==> src/rtl/sid_i2s_out.sv <==
// sid_i2s_out: takes the SID core's 18-bit stereo output, low-passes it at the
// ce_1m rate, decimates to FS_HZ, removes DC, saturates to 16 bits and streams
// the result as a Philips I2S frame (64 BCLK per frame, data 1 BCLK after LRCK).
module sid_i2s_out #(
    parameter int CLK_HZ   = 31500000,
    parameter int FS_HZ    = 48000,
    parameter int LP_SHIFT = 2,
    parameter int DC_SHIFT = 10
) (
    input  logic               clk,
    input  logic               reset,
    input  logic               ce_1m,
    input  logic signed [17:0] audio_l,
    input  logic signed [17:0] audio_r,
    input  logic               mute,
    output logic signed [15:0] sample_out_l,
    output logic signed [15:0] sample_out_r,
    output logic               sample_valid,
    output logic               i2s_bclk,
    output logic               i2s_lrck,
    output logic               i2s_data
);

    // Two half-ticks per BCLK period, 64 BCLK per frame.
    localparam logic [32:0] PH_INC = 33'(128 * FS_HZ);
    localparam logic [32:0] PH_MOD = 33'(CLK_HZ);

    typedef enum logic [2:0] {IDLE, CAP, CALC_L, CALC_R, LOAD} state_t;

    state_t             state, state_next;
    logic [31:0]        phase;
    logic [32:0]        phase_sum;
    logic               half_tick, fall_tick, frame_tick;
    logic [5:0]         bitcnt;
    logic signed [17:0] lp_l, lp_r, x_l, x_r;
    logic signed [23:0] xp_l, xp_r, y_l, y_r;
    logic signed [17:0] x_sel;
    logic signed [23:0] x_ext, xp_sel, yp_sel, y_new;
    logic [63:0]        sr;
    logic signed [15:0] s_l, s_r;

    // One-pole low-pass step; the 19-bit difference keeps full-scale steps exact.
    function automatic logic signed [17:0] lp_step(input logic signed [17:0] lp,
                                                   input logic signed [17:0] a);
        logic signed [18:0] diff;
        logic signed [18:0] sh;
        diff = $signed({a[17], a}) - $signed({lp[17], lp});
        sh   = diff >>> LP_SHIFT;
        return lp + sh[17:0];
    endfunction

    // Drop the two guard bits and clamp into the DAC's 16-bit range.
    function automatic logic signed [15:0] sat16(input logic signed [23:0] y);
        logic signed [23:0] t;
        t = y >>> 2;
        if (t > 24'sd32767)
            return 16'sh7FFF;
        else if (t < -24'sd32768)
            return 16'sh8000;
        else
            return t[15:0];
    endfunction

    assign phase_sum  = {1'b0, phase} + PH_INC;
    assign half_tick  = (phase_sum >= PH_MOD);
    assign fall_tick  = half_tick && i2s_bclk;
    assign frame_tick = fall_tick && (bitcnt == 6'd63);
    assign i2s_lrck   = bitcnt[5];

    // Fractional phase accumulator producing BCLK and the bit counter.
    always_ff @(posedge clk) begin
        if (reset) begin
            phase    <= '0;
            i2s_bclk <= 1'b0;
            bitcnt   <= '0;
        end else begin
            if (half_tick) begin
                phase    <= 32'(phase_sum - PH_MOD);
                i2s_bclk <= ~i2s_bclk;
                if (i2s_bclk)
                    bitcnt <= bitcnt + 6'd1;
            end else begin
                phase <= phase_sum[31:0];
            end
        end
    end

    // Anti-alias low-pass, advanced on every ce_1m.
    always_ff @(posedge clk) begin
        if (reset) begin
            lp_l <= '0;
            lp_r <= '0;
        end else if (ce_1m) begin
            lp_l <= lp_step(lp_l, audio_l);
            lp_r <= lp_step(lp_r, audio_r);
        end
    end

    // Frame FSM state register.
    always_ff @(posedge clk) begin
        if (reset)
            state <= IDLE;
        else
            state <= state_next;
    end

    // Frame FSM next state; a frame_tick outside IDLE is dropped.
    always_comb begin
        state_next = state;
        case (state)
            IDLE:    if (frame_tick) state_next = CAP;
            CAP:     state_next = CALC_L;
            CALC_L:  state_next = CALC_R;
            CALC_R:  state_next = LOAD;
            LOAD:    state_next = IDLE;
            default: state_next = IDLE;
        endcase
    end

    // Shared DC-blocker adder, steered to left in CALC_L and right in CALC_R.
    always_comb begin
        x_sel  = x_l;
        xp_sel = xp_l;
        yp_sel = y_l;
        if (state == CALC_R) begin
            x_sel  = x_r;
            xp_sel = xp_r;
            yp_sel = y_r;
        end
        x_ext = {{6{x_sel[17]}}, x_sel};
        y_new = x_ext - xp_sel + yp_sel - (yp_sel >>> DC_SHIFT);
    end

    assign s_l = mute ? 16'sd0 : sat16(y_l);
    assign s_r = mute ? 16'sd0 : sat16(y_r);

    // Decimation capture and DC-blocker state; y_c doubles as the previous output.
    always_ff @(posedge clk) begin
        if (reset) begin
            x_l  <= '0;
            x_r  <= '0;
            xp_l <= '0;
            xp_r <= '0;
            y_l  <= '0;
            y_r  <= '0;
        end else begin
            case (state)
                CAP: begin
                    x_l <= lp_l;
                    x_r <= lp_r;
                end
                CALC_L: begin
                    y_l  <= y_new;
                    xp_l <= {{6{x_l[17]}}, x_l};
                end
                CALC_R: begin
                    y_r  <= y_new;
                    xp_r <= {{6{x_r[17]}}, x_r};
                end
                default: ;
            endcase
        end
    end

    // Serialiser: load at LOAD, shift out MSB-first on each falling BCLK tick.
    always_ff @(posedge clk) begin
        if (reset) begin
            sr           <= '0;
            i2s_data     <= 1'b0;
            sample_out_l <= '0;
            sample_out_r <= '0;
            sample_valid <= 1'b0;
        end else begin
            sample_valid <= (state == LOAD);
            if (state == LOAD) begin
                sr           <= {s_l, 16'h0000, s_r, 16'h0000};
                sample_out_l <= s_l;
                sample_out_r <= s_r;
            end else if (fall_tick) begin
                sr <= {sr[62:0], 1'b0};
            end
            if (fall_tick)
                i2s_data <= sr[63];
        end
    end

endmodule

==> config.mk <==
export PLATFORM = sky130hd
export DESIGN_NAME = sid_i2s_out
export DESIGN_NICKNAME = d
export VERILOG_FILES = /design/src/rtl/sid_i2s_out.sv
export SDC_FILE = /design/constraint.sdc
export NUM_CORES = 1
export LEC_CHECK = 0
export ABC_AREA = 1
export CAP_MARGIN = 10
export CORE_MARGIN = 10
export CORE_UTILIZATION = 45
export DETAILED_ROUTE_END_ITERATION = 10
export PLACE_DENSITY = 0.7
export SYNTH_ARGS = -nofsm -noshare
export SYNTH_HDL_FRONTEND = slang
export SYNTH_SLANG_ARGS = --single-unit
==> constraint.sdc <==
create_clock -name clk -period 5.3 [get_ports clk]
set_input_delay 0.795 -clock clk [delete_from_list [all_inputs] [get_ports clk]]
set_output_delay 0.795 -clock clk [all_outputs]
set_load 0.005 [all_outputs]
==> run metrics <==
critical path class flip-flop to flip-flop; Tcrit/Tclk final 0.8896; Sequential Power Share 0.238; Cell Pwr Density 562.3 mW/mm²; HPWL after detailed placement 35100 µm; Util after Layout 0.5087; max incr delay on CP 0.55 ns; Worst EP required 5.81 ns; Max Cap Violations 0; clk slew on worst S/H paths 0.06 ns; ANT cells 0; post-route cell area 0.01961 mm²; cts bufs inserted 30; post-synthesis register bit count 275; Int Pwr 0.005795 W; cell mode on critical path inv_1; gpl congestion 0.9541; htree depth 1; CTS tree yes; EDFF count, synth 0; wire per inst 14.87 µm; Distinct cells, synth 44; Resize count post-CTS 0; clock power share 0.186; Horiz. Die Dim 217.2 µm; Worst Tran Pin Value 0.9324 ns; # clock sinks 275; Placeable Area 0.03856 mm²; Initial Util 0.4537; Syn-to-layout area delta 12.12%; fmax 212.1 MHz; setup total negative slack 0 ns; Post-Route WL 45960 µm; Gate power share 0.576; maximum fanout along the worst path 55; die height 217.2 µm; post-route ant nets 0; DRC 0; post-synthesis net count 2704; Arrival @ worst endpoint 5.22 ns; HP Class flip-flop to flip-flop; CTS Hold Buffers Added 0; largest net degree at the start of global routing 76; gr usage total 0.1881; DR vias/cell 5.198; Cell Area, Synth 0.01749 mm²; placed insts 3038; layout cells sized above 1 0.04277; Net Sw Frac 0.4746; RSZ-0062 raised after global routing no; fraction of registers with async set/reset 0; most frequent cells in the layout nand2_1 (493), inv_1 (384), a21oi_1 (277); Sw Pwr 0.005235 W; Post-DP Area 0.01864 mm²; Clock Latency Late Sink 0.56 ns; site row count 72; minimum hold slack 0.4456 ns; Synth warnings 0; Slew Limit Fails 0; initial DRC count 1163; Die ar. 0.04716 mm²; Worst Setup End Kind flip-flop; P_leak 9.160 nW; Max-slew headroom 0.3736; vias 16061; CTS root buf clkbuf_16; final hold violations 0; postcts setup bufs 0; post-synthesis sequential area ratio 0.3147; most common cell after layout, fill and taps aside nand2_1; drt first pass iters 5; worst-path cell chain inv_1, nor3_2, buf_12, buf_12, mux2i_1, fa_1, inv_1, fa_1, inv_1, ha_1, a21oi_1, o21ai_0, a21oi_1, o21bai_1, nand3_1, nand3_1, or2_2, nand3_1, nand2_1, inv_1; Peak VDD IR 0.2703 mV; Max clock buf depth 3; Tmin final 4.715 ns; mean area per synthesized cell 6.934 µm²; Syn Inst Count 2523; total grt overflow 0; initial antenna violation count 0; Startpoint Class flip-flop; Nets 2733; non-filler cells in the finished layout 3090; outcome complete, no violations; CP max stage cell fa_1; vias in the first global route 15307; IO Count 76; Worst Clk Skew 0.01295 ns; PortBufs 75; first-pass GRT wire length 75200 µm; commonest register cell after synthesis dfxtp_1; # setup viols final 0
## metrics by stage
stage	power [W]	setup slack [ns]
5_1_grt	0.01207	0.1791
4_1_cts	0.01102	0.6251
3_3_place_gp	0.008810	0.6746
2_1_floorplan	0.007544	0.8471
3_5_place_dp	0.008930	0.5802
6_report	0.01103	0.5851
## final timing paths
path            start  slack (ns)  endpoint  cells past startpoint
max          state[0]        0.59   y_l[23]                     20
min           x_r[10]        0.45   x_r[10]                      2
max reg2reg  state[0]        0.59   y_l[23]                     20
min reg2reg   x_r[10]        0.45   x_r[10]                      2
## power groups by stage
stage	registers, W	clock network [W]	logic (W)
floorplan	0.00255	0	0.00500
global placement	0.00266	0	0.00615
detailed placement	0.00267	0	0.00626
CTS	0.00262	0.00210	0.00630
global route	0.00266	0.00218	0.00722
finish	0.00263	0.00205	0.00635
## critical path: cells and delay by family, from the launching register on
family	cells	cell delay (ns)
AOI/OAI and AO/OA	4	0.96
buffers and inverters	6	0.72
DFF	1	0.39
muxes	1	0.18
and+or+nand+nor	6	0.97
adders and majority gates	3	1.41
## cells in the mapped netlist, types with 8 or more instances
cell type,n,area share
dfxtp_1,275,0.31
nand4_1,22,0.0079
o21bai_1,14,0.0060
a21o_1,13,0.0056
a21oi_1,277,0.079
ha_1,97,0.069
nor2_1,191,0.041
xnor2_1,18,0.0090
or2_2,10,0.0036
nand2_2,8,0.0029
nand3_1,147,0.042
o211ai_1,24,0.010
nor3_1,22,0.0063
o21ai_0,223,0.064
nand3b_1,23,0.0099
nor2_2,13,0.0046
nand2_1,493,0.11
xor2_1,54,0.027
clkbuf_1,73,0.016
mux2i_1,23,0.013
inv_1,384,0.082
fa_1,44,0.050
## kinds of logic after synthesis
group / after synthesis / synth area share
fa+ha+maj: 141 / 0.1197
simple gates: 943 / 0.2307
xor+xnor: 72 / 0.03605
buf+inv: 487 / 0.1075
mux: 23 / 0.01316
flops: 275 / 0.3147
compound gates: 582 / 0.1782
## area by class of cell
type                            count  area (µm²)
Multi-Input combinational cell   1761       10120
Fill cell                        3846       18940
Clock inverter                     10       113.9
Tap cell                          518       648.1
Inverter                          393        1479
Sequential cell                   275        5505
Clock buffer                       42       855.8
Timing Repair Buffer               91       893.4
## layer usage
metal	GRT usage	vias to the layer above	part of all wire
li1	-	8237	-
met1	0.2456	7391	0.46
met2	0.3229	373	0.47
met3	0.02025	60	0.043
met4	0.05127	0	0.025
met5	0	-	0
## flip-flops by register name (all words and copies together), names as in the netlist, 18 cells and up
register,cells
y_r,24
x_l,18
x_r,18
xp_r,18
sr,48
lp_l,18
lp_r,18
phase,27
xp_l,18
y_l,24
Power figures use the tool's default switching activity.
